## config.mk

```make
export PLATFORM = sky130hd
export DESIGN_NAME = fetch_stage
export DESIGN_NICKNAME = d
export VERILOG_FILES = /design/src/rtl/cpu_pkg.sv /design/src/rtl/fetch_stage.sv
export SDC_FILE = /design/constraint.sdc
export NUM_CORES = 1
export LEC_CHECK = 0
export CORE_MARGIN = 4
export CORE_UTILIZATION = 47
export DETAILED_ROUTE_END_ITERATION = 12
export GPL_ROUTABILITY_DRIVEN = 0
export PLACE_DENSITY = 0.8
export SETUP_SLACK_MARGIN = 0.1
export SYNTH_ARGS = -nofsm -noshare
export SYNTH_HDL_FRONTEND = slang
export SYNTH_SLANG_ARGS = --single-unit
export TNS_END_PERCENT = 30
```

## constraint.sdc

```tcl
create_clock -name clk -period 2.6 [get_ports clk]
set_input_delay 0.52 -clock clk [delete_from_list [all_inputs] [get_ports clk]]
set_output_delay 0.52 -clock clk [all_outputs]
set_load 0.005 [all_outputs]
```

## src/rtl/cpu_pkg.sv

```systemverilog
// Shared CPU definitions: opcodes, fetch-stage state encoding and reset constants.
package cpu_pkg;

  localparam logic [15:0] RESET_PC = 16'd1;
  localparam logic [8:0]  BUBBLE   = 9'h000;

  // 5-bit opcode space; only HALT_OP has meaning inside the fetch stage.
  localparam logic [4:0] NOP_OP  = 5'b00000;
  localparam logic [4:0] ADD_OP  = 5'b00001;
  localparam logic [4:0] SUB_OP  = 5'b00010;
  localparam logic [4:0] LOAD_OP = 5'b00100;
  localparam logic [4:0] STOR_OP = 5'b00101;
  localparam logic [4:0] BEQ_OP  = 5'b01000;
  localparam logic [4:0] JMP_OP  = 5'b01001;
  localparam logic [4:0] HALT_OP = 5'b11010;

  typedef enum logic [1:0] {
    IDLE   = 2'd0,
    RUN    = 2'd1,
    DRAIN  = 2'd2,
    HALTED = 2'd3
  } fetch_state_t;

  function automatic logic is_halt(input logic [8:0] inst);
    return inst[8:4] == HALT_OP;
  endfunction

endpackage

```

## src/rtl/fetch_stage.sv

```systemverilog
// Instruction-fetch stage: owns the PC, loads the IF/ID register from the ROM,
// and handles start, stall, redirect and halt draining.
module fetch_stage
  import cpu_pkg::*;
(
  input  logic         clk,
  input  logic         rst_n,
  input  logic         start,
  output logic [15:0]  pc,
  input  logic [8:0]   instruction,
  input  logic         stall,
  input  logic         redirect,
  input  logic [15:0]  redirect_pc,
  input  logic         halt_commit,
  output logic         if_valid,
  output logic [8:0]   if_inst,
  output logic [15:0]  if_pc,
  output logic         halted,
  output logic [15:0]  fetch_count,
  output fetch_state_t state
);

  // Handshake: there is no valid/ready pair here; stall is a level that freezes
  // pc and IF/ID for the cycle it is sampled high, and redirect/halt_commit are
  // single-cycle requests acted on at the edge that samples them.

  fetch_state_t state_next;
  logic [15:0]  pc_next;
  logic         valid_next;
  logic [8:0]   inst_next;
  logic [15:0]  if_pc_next;
  logic [15:0]  count_next;

  always_ff @(posedge clk or negedge rst_n) begin
    if (!rst_n) state <= IDLE;
    else        state <= state_next;
  end

  always_comb begin
    state_next = state;
    pc_next    = pc;
    valid_next = if_valid;
    inst_next  = if_inst;
    if_pc_next = if_pc;
    count_next = fetch_count;
    case (state)
      IDLE: begin
        if (start) begin
          state_next = RUN;
          pc_next    = RESET_PC;
        end
      end
      RUN, DRAIN: begin
        if (halt_commit) begin
          state_next = HALTED;
          valid_next = 1'b0;
        end else if (redirect) begin
          // Flush the wrong-path slot; a speculative halt in DRAIN is dropped too.
          state_next = RUN;
          pc_next    = redirect_pc;
          valid_next = 1'b0;
          inst_next  = BUBBLE;
        end else if (!stall) begin
          if (state == RUN) begin
            valid_next = 1'b1;
            inst_next  = instruction;
            if_pc_next = pc;
            count_next = fetch_count + 16'd1;
            if (is_halt(instruction)) state_next = DRAIN;
            else                      pc_next    = pc + 16'd1;
          end else begin
            valid_next = 1'b0;
            inst_next  = BUBBLE;
          end
        end
      end
      HALTED: begin
        if (start) begin
          state_next = RUN;
          pc_next    = RESET_PC;
          count_next = 16'd0;
        end
      end
      default: state_next = IDLE;
    endcase
  end

  always_ff @(posedge clk or negedge rst_n) begin
    if (!rst_n) begin
      pc          <= RESET_PC;
      if_valid    <= 1'b0;
      if_inst     <= BUBBLE;
      if_pc       <= 16'd0;
      fetch_count <= 16'd0;
    end else begin
      pc          <= pc_next;
      if_valid    <= valid_next;
      if_inst     <= inst_next;
      if_pc       <= if_pc_next;
      fetch_count <= count_next;
    end
  end

  assign halted = (state == HALTED);

endmodule

```

# Word-level counts from Yosys, hierarchy flattened
# Index checks and enable logic that the tools add are counted.
[totals]
ff_bits = 60
latch_bits = 0
ramBits = 0
romBits = 0
input_bits = 31
out_inout_bits = 61
word_cells = 66
memories = 0
[classes]
addsub = 2
n_mul = 0
div_mod_pow = 0
n_lt_le_gt_ge = 0
eq_ne = 18
shifts = 0
muxes = 27
bitwise = 3
n_reduce_logical = 10
[op_table]
columns = ["cell", "n"]
rows = [
  ["$mux 16", 11],
  ["$pmux 16 s2", 2],
  ["$add 16x1->16 const B", 2],
  ["$mux 9", 3],
  ["$mux 2", 6],
  ["$ne 4x4->1 const B", 3],
  ["$ne 2x2->1 const B", 5],
  ["$reduce_and 5->1", 2],
  ["$ne 3x3->1 const B", 3],
  ["$reduce_and 6->1", 1],
  ["$eq 5x5->1 const B", 1],
  ["$eq 2x2->1 const B", 2],
  ["$mux 1", 4],
  ["$ne 2x1->1 const B", 2],
  ["$pmux 2 s2", 1],
  ["$reduce_and 4->1", 1],
  ["$reduce_or 2->1", 2],
  ["$ne 3x1->1 const B", 1],
  ["$not 1->1", 3],
  ["$reduce_and 3->1", 1],
  ["$eq 2x1->1 const B", 1],
  ["$logic_not 2->1", 1],
  ["$reduce_and 2->1", 1],
  ["$reduce_bool 2->1", 1],
]

# Depth between registers and ports, before layout
# Gate-level depths: netlist (run 1).
[depth]
depth_word = 7
ltp_mapped = 9
mapped_depth_nobuf = 7

# Worst setup path after synthesis (run 1)
# OpenSTA, ideal clock, no wires.
[synth_timing]
path_type = "flip-flop to flip-flop"
from = "register state[0]"
to = "register pc[15]"
setup_ns = 0.104
arrival_time_ns = 1.912
required_time_ns = 2.496
slack_ns = 0.584
stages_incl_launch_ff = 8
n_path_buf = 2
period_less_slack_ns = 2.016
path_cell_list = "dfrtp_1 inv_1 ha_1 buf_2 nor4_2 buf_2 nand3_1 o311ai_1"
[synth_between]
elab_chain_len = 4
word_cells_on_any_way = 13
cone_classes = "8 x eq/ne; 1 x mux; 4 x reduce/logical"
[synth_lines]
columns = ["item", "line_no", "rtl"]
rows = [
  ["start, declared", "fetch_stage.sv:20", "output fetch_state_t state"],
  ["start signal, assigned", "fetch_stage.sv:36", "else state <= state_next;"],
  ["$eq 2x1->1, or another cell as far along", "fetch_stage.sv:46, fetch_stage.sv:64", ""],
  ["$reduce_or 2->1, on equally long branches", "n/a", ""],
  ["$ne 3x3->1 (no source line), or another cell as far along", "n/a", ""],
  ["$reduce_and 5->1 (no source line)", "n/a", ""],
  ["end signal, assigned", "fetch_stage.sv:96", "pc <= pc_next;"],
  ["end, declared", "fetch_stage.sv:9", "output logic [15:0] pc,"],
]
# Several ways; a longest one is shown, not always the timed one.
# A chain may end at the register's enable or synchronous reset.

# Worst setup path in the final report (run 1)
[layout_timing]
from = "register state[0]"
to = "register pc[4]"
# The elaborated chain is that of the path after synthesis.

==> metrics.txt, run 1 <==
Slew headroom 31.1%; Clock Tree Root clkbuf_8; Post-synth EDFFs 0; r2r endpoint pc[4]; IO Count ~90; vias per cell about 5.7; Mean Syn Cell Area ~11 sq um; Sink Count 60; Mapped Cells about 290; Routed WL around 7500 um; maximum clock rate around 0.43 GHz; Cell Pwr Density around 850 nW/um^2; final setup TNS 0 ns; Core Rows 29; Critical Path AT around 2.5 ns; mapped cell area ~3000 sq um; Initial Util 48.2%; MaxCap Viol Count 0; Clock Pin Slew Worst Setup and Hold Paths about 0.07 ns; die area about 7900 sq um; Worst Max-Slew Pin Slew 1.02 ns; post-CTS setup buffer count 0; main combinational cell family by area after synthesis simple AND/OR/NAND/NOR gates; xor-xnor portion of the synthesized cell area 3.15%; initial antenna violation count 0; Critical Path End pc[4]; WS Path Type reg2reg; final worst setup slack around 0.27 ns; wire length per cell around 16 um; final hold slack 0.198 ns; Synth Area in Adders 2.04%; Tot GR Track Use between 20 and 25%; share of post-route cells with drive strength above 1 between 10% and 20%; post-DP HPWL between 5000 and 6000 um; final net count about 420; metal1 wirelength between 3000 and 4000 um; simple-gate share of the synthesized area approximately a fifth; Worst-Skew Late Latency around 0.34 ns; RSZ-0062 raised after global routing true; YS warnings 0; post-route antenna net violation count 0; Max VDD drop 0.000693 V; FF-to-FF setup slack 0.27 ns; Synth cell types between 40 and 50; Top FF cell, synth dfrtp_1; CTS Hold Bufs 0; post-synthesis compound-gate area fraction around 17%; syn_nets roughly 330; uppermost layer routed met4; Die Ht a little under 90 um; final setup fails 0; crit share post-route about nine tenths; critical path startpoint category flop; vias in the first global route roughly 2700; worst-path maximum fanout 16; min Tclk post-route approximately 2.3 ns; worst min-delay path class in2async; worst reg-to-reg path cell count 6; # diodes 0; cell taking the most area after synthesis dfrtp_1; Die X about 89 um; Worst Path Required approximately 2.8 ns; largest net degree at the start of global routing 35; via count around 2700; CTS H-tree depth 3; deepest clock path buffer count 2; core box area approximately 6300 sq um; #FFs+latches synth 60; mux contribution to synthesized area ~6.2%; first-pass GRT wire length around 12000 um; total gr overflow 0; endpoint class of the critical path flop; WL met2 3550 um; leakage ~1.8 nW; fillers slightly below 500; r2r startpoint state[0]; number of buffers created by CTS 9; Layout area overhead 40.1%; # DRC 0; CTS tree done; top cells by area, synth dfrtp_1 (48%), mux2_2 (5.9%), nand2_1 (3.8%); PortBufs 91; FFs w/ async S/R, synth between 90% and 100%; dpl ws approximately 0.083 ns; Initial DRC Count roughly 110; met3 WL between 500 and 600 um; post-synthesis sequential area ratio 49.1%; status completed; Final Hold Viols 0; Layout Skew 0.00505 ns; detailed-router iteration count before antenna repair 4; post-synth top area share between 40% and 50%; CP startpoint state[0]; Slew Limit Fails 0
cell type report:
| class | instances | area, sq um | area share [%] |
|---|---|---|---|
| multi-input cells | 207 | 1450 | 33.7 |
| clock inverters | 5 | 75.1 | 1.75 |
| well taps | 77 | 96.3 | 2.25 |
| inverters | 9 | 33.8 | 0.787 |
| clock buffers | 11 | 141 | 3.30 |
| repair buffers | 101 | 993 | 23.2 |
| flip-flops and latches | 60 | 1500 | 35.0 |
cells in the final DEF (no fill, tap or decap), drive strengths merged, types with 5 or more instances in the layout:
master / Yosys / final
clkbuf: 4 / 11
nor4: 5 / 5
and3: 5 / 5
nor2: 21 / 21
a31oi: 5 / 5
nand3: 15 / 15
nand2: 31 / 31
clkdlybuf4s50: 0 / 90
o21ai: 21 / 21
a21oi: 7 / 7
o311ai: 10 / 10
ha: 5 / 5
mux2: 16 / 16
xnor2: 11 / 11
nor3: 8 / 8
buf: 11 / 11
inv: 9 / 9
dfrtp: 59 / 59
a22o: 10 / 10
synthesized netlist by cell type (3+ instances only):
master,count
a22o_1,10
a31oi_1,5
o21ai_1,15
mux2_2,16
inv_1,9
and3_1,5
nor4_2,5
nor3_1,4
nor3_2,4
buf_2,8
nand3_1,15
nand2_1,31
buf_6,3
o311ai_1,10
dfrtp_1,59
xnor2_1,11
clkbuf_1,4
o21ai_0,6
ha_1,5
a21oi_1,7
nor2_1,21
o211ai_1,3
nand4_1,3
o31ai_1,3
worst min path at each step:
stage / from / endpoint / slack [ns] / cells after the start
after floorplan: rst_n / fetch_count[0] / 0.22 / 0
after global placement: if_valid / if_valid / 0.46 / 1
after detailed placement: if_valid / if_valid / 0.47 / 1
after CTS: rst_n / fetch_count[14] / 0.21 / 1
after global routing: rst_n / fetch_count[14] / 0.24 / 1
final: rst_n / fetch_count[14] / 0.20 / 1
routing by layer:
metal / track usage, % / vias up
met1: 26.4 / 1308
met2: 31.4 / 113
met3: 5.40 / 10
met5: 0 / -
li1: - / 1259
met4: 7.97 / 0
state kept, by name, indices dropped and copies added, names as in the netlist:
| register | flops |
|---|---|
| fetch_count | 16 |
| if_inst | 9 |
| if_pc | 16 |
| if_valid | 1 |
| pc | 16 |
| state | 2 |
stage by stage:
step	util, %	instance area (sq um)	cells	total power, mW
2_1_floorplan	-	3060	291	1.99
3_3_place_gp	64.1	4070	454	2.69
3_5_place_dp	64.1	4070	454	2.72
4_1_cts	67.5	4290	470	3.67
5_1_grt	67.6	4290	470	3.86
6_report	67.6	4290	470	3.64
repair_timing:
item | CTS | global route
gates resized for setup | 0 | 1
hold endpoints to repair | 0 | 0
endpoints found under the setup margin | 0 | 2
kinds of logic after synthesis:
kind of cell,Yosys count
muxes,17
AOI/OAI and AO/OA,70
and+or+nand+nor,104
DFF,60
buffers and inverters,24
xor gates and xnor gates,11
adders and majority gates,5
report_power, final:
group          leakage (nW)  switching, mW  internal (mW)
sequential            0.789          0.262           1.19
combinational         0.854          0.483          0.764
clock                 0.113          0.373          0.561
total                  1.76           1.12           2.52
critical path, stage by stage (launching register included):
cell      delay [ns]
dfrtp_1         0.45
inv_1           0.09
ha_1            0.53
or2_0           0.74
nor2_1          0.11
o21ai_1         0.16
o211ai_1        0.12
Power figures use the tool's default switching activity.
==> run 2: changes to the inputs <==
CAP_MARGIN = 20   (was not set)
CORE_UTILIZATION = 51   (was 47)
PLACE_DENSITY = 0.86   (was 0.8)
clock period = 3.05 ns   (was 2.6 ns; I/O delays follow)
==> metrics.txt, run 2 (synthesis results as in run 1) <==
CTS Hold Bufs 0 (unchanged); Pint 2.19 mW (-13%); largest net degree at the start of global routing 31 (-11%); final setup fails 0 (unchanged); Sink Count 60 (unchanged); first-pass GRT wire length 12900 um (+4.3%); most common cell after layout, fill and taps aside clkdlybuf4s50_1; IO Count 92 (unchanged); Slew Limit Fails 0 (unchanged); Total Power 3.15 mW (-13%); Layout Skew 0.00921 ns (+0.00415 ns); worst min-delay path class in2async; Post-CTS Resized 0 (unchanged); RSZ-0062 raised after global routing false; post-route antenna net violation count 0 (unchanged); Register Area 1500 sq um (unchanged); Final Hold Viols 0 (unchanged); deepest clock path buffer count 2 (unchanged); Initial DRC Count 132 (+26%); maximum clock rate 0.410 GHz (-4.4%); CTS H-tree depth 3 (unchanged); vias in the first global route 2676 (+0.22%); Worst Max-Slew Pin Slew 0.846 ns (-0.176 ns); Die Ht 85.5 um (-3.6%); detailed-router iteration count before antenna repair 4 (unchanged); worst-path maximum fanout 19 (+3); P_sw 0.964 mW (-14%); total gr overflow 0 (unchanged); final setup TNS 0 ns (unchanged); Top Registers fetch_count: 16 flops, if_pc: 16 flops, pc: 16 flops; Routed WL 7860 um (+4.6%); fin cells 462 (-1.7%); multi-input logic area 1450 sq um (about the same); CP max stage cell ha_1; max incr delay on CP 0.51 ns (-0.23 ns); Layout area overhead 39.7%; final net count 421 (-0.71%); leakage 1.74 nW (-0.86%); # diodes 0 (unchanged); min Tclk post-route 2.44 ns (+0.108 ns); critical path startpoint category flop; Clk pwr share 26.8% (+1.1 points); Slew headroom 43.6% (+12 points); number of buffers created by CTS 9 (unchanged); MaxCap Viol Count 0 (unchanged); core box area 5680 sq um (-11%); Worst-Skew Late Latency 0.34 ns (about the same); endpoint class of the critical path flop; Tot GR Track Use 21.7% (+1.7 points); CTS tree done; final worst setup slack 0.611 ns (+0.342 ns); PortBufs 91 (unchanged); Max VDD drop 0.000434 V (-37%); Clock Pin Slew Worst Setup and Hold Paths 0.07 ns (about the same); Worst Path Required 3.33 ns (+0.53 ns); dpl ws 0.422 ns (+0.339 ns); post-CTS setup buffer count 0 (unchanged); die area 7310 sq um (-7.1%); via count 2694 (+0.15%); # DRC 0 (unchanged); Core Rows 27 (-6.9%); CP cell instances inv_1 -> ha_1 -> nor2_1 -> and2_1 -> a221oi_4 -> buf_4 -> or4_1 -> nand3_1; share of post-route cells with drive strength above 1 13.8% (-0.66 points); WS Path Type reg2reg; post-DP HPWL 5350 um (+3.0%); crit share post-route 80.0% (-9.7 points); Cells after DPL 445 (-2.0%); Clock Tree Root clkbuf_8; vias per cell 5.83 (+1.9%); fillers 396 (-20%); Cell Pwr Density 737 nW/um^2 (-13%); wire length per cell 17.0 um (+6.5%); status completed; CP top delay family simple AND/OR/NAND/NOR gates; Die X 85.5 um (-3.6%); Combinational Power Share 33.6% (-0.7 points); initial antenna violation count 0 (unchanged); Sw Share 30.6% (-0.19 points); Reg power frac 39.6% (-0.4 points); final hold slack 0.263 ns (+0.0652 ns); CP bufs+invs 2 (+1); most frequent cells in the layout clkdlybuf4s50_1 (90), dfrtp_1 (59), nand2_1 (31); Critical Path AT 2.71 ns (+0.18 ns); Initial Util 54.0% (+5.7 points)
run 2: changes by cell type in the layout (fill, tap and decap cells not counted):
cell,before,now
clkinvlp_4,0,1
a2111oi_0,0,1
clkbuf_4,0,1
clkinv_2,3,0
buf_4,9,5
a2111oi_1,1,0
clkbuf_8,10,12
run 2: final timing paths:
| path | depth (start not counted) | endpoint | startpoint | slack (ns) |
|---|---|---|---|---|
| min | 1 | fetch_count[7] | rst_n | 0.26 |
| max | 8 | pc[10] | state[0] | 0.61 |
| min in group clk | 1 | if_valid | if_valid | 0.48 |
| max reg2reg | 8 | pc[10] | state[0] | 0.61 |
| max in group asynchronous | 2 | pc[14] | rst_n | 2.08 |
| min reg2reg | 1 | if_valid | if_valid | 0.48 |
run 2: cell type report:
class	count	share of cell area (%)
inverters	9	0.789
well taps	72	2.10
multi-input cells	207	33.8
clock inverters	3	1.58
clock buffers	13	3.95
flip-flops and latches	60	35.1
repair buffers	98	22.7
run 2: power by group through the flow:
stage	sequential [mW]	combinational (mW)	clock, mW
final	1.25	1.06	0.845
after global placement	1.24	1.03	0
after CTS	1.25	1.07	0.855
after floorplan	1.21	0.483	0
after global routing	1.28	1.16	0.893
after detailed placement	1.25	1.06	0
run 2: worst reg2reg max path: stages, from the launching register on:
cell and delay [ns]:
dfrtp_1 0.46, inv_1 0.11, ha_1 0.51, nor2_1 0.22
and2_1 0.21, a221oi_4 0.04, buf_4 0.23, or4_1 0.52
nand3_1 0.09
run 2: metrics by stage:
stage,util (%),cell area [sq um]
after global routing,75.4,4280
final,75.4,4280
after detailed placement,71.1,4040
after floorplan,-,3060
after global placement,71.1,4040
after CTS,75.3,4270
run 2: layer usage:
metal	track usage (%)	routed length, um	vias up	part of all wire, %
met4	8.92	113	0	1.4
met3	5.57	542	12	6.9
met2	33.0	3700	112	47
met1	29.7	3500	1315	45
met5	0	0	-	0
li1	-	-	1255	-
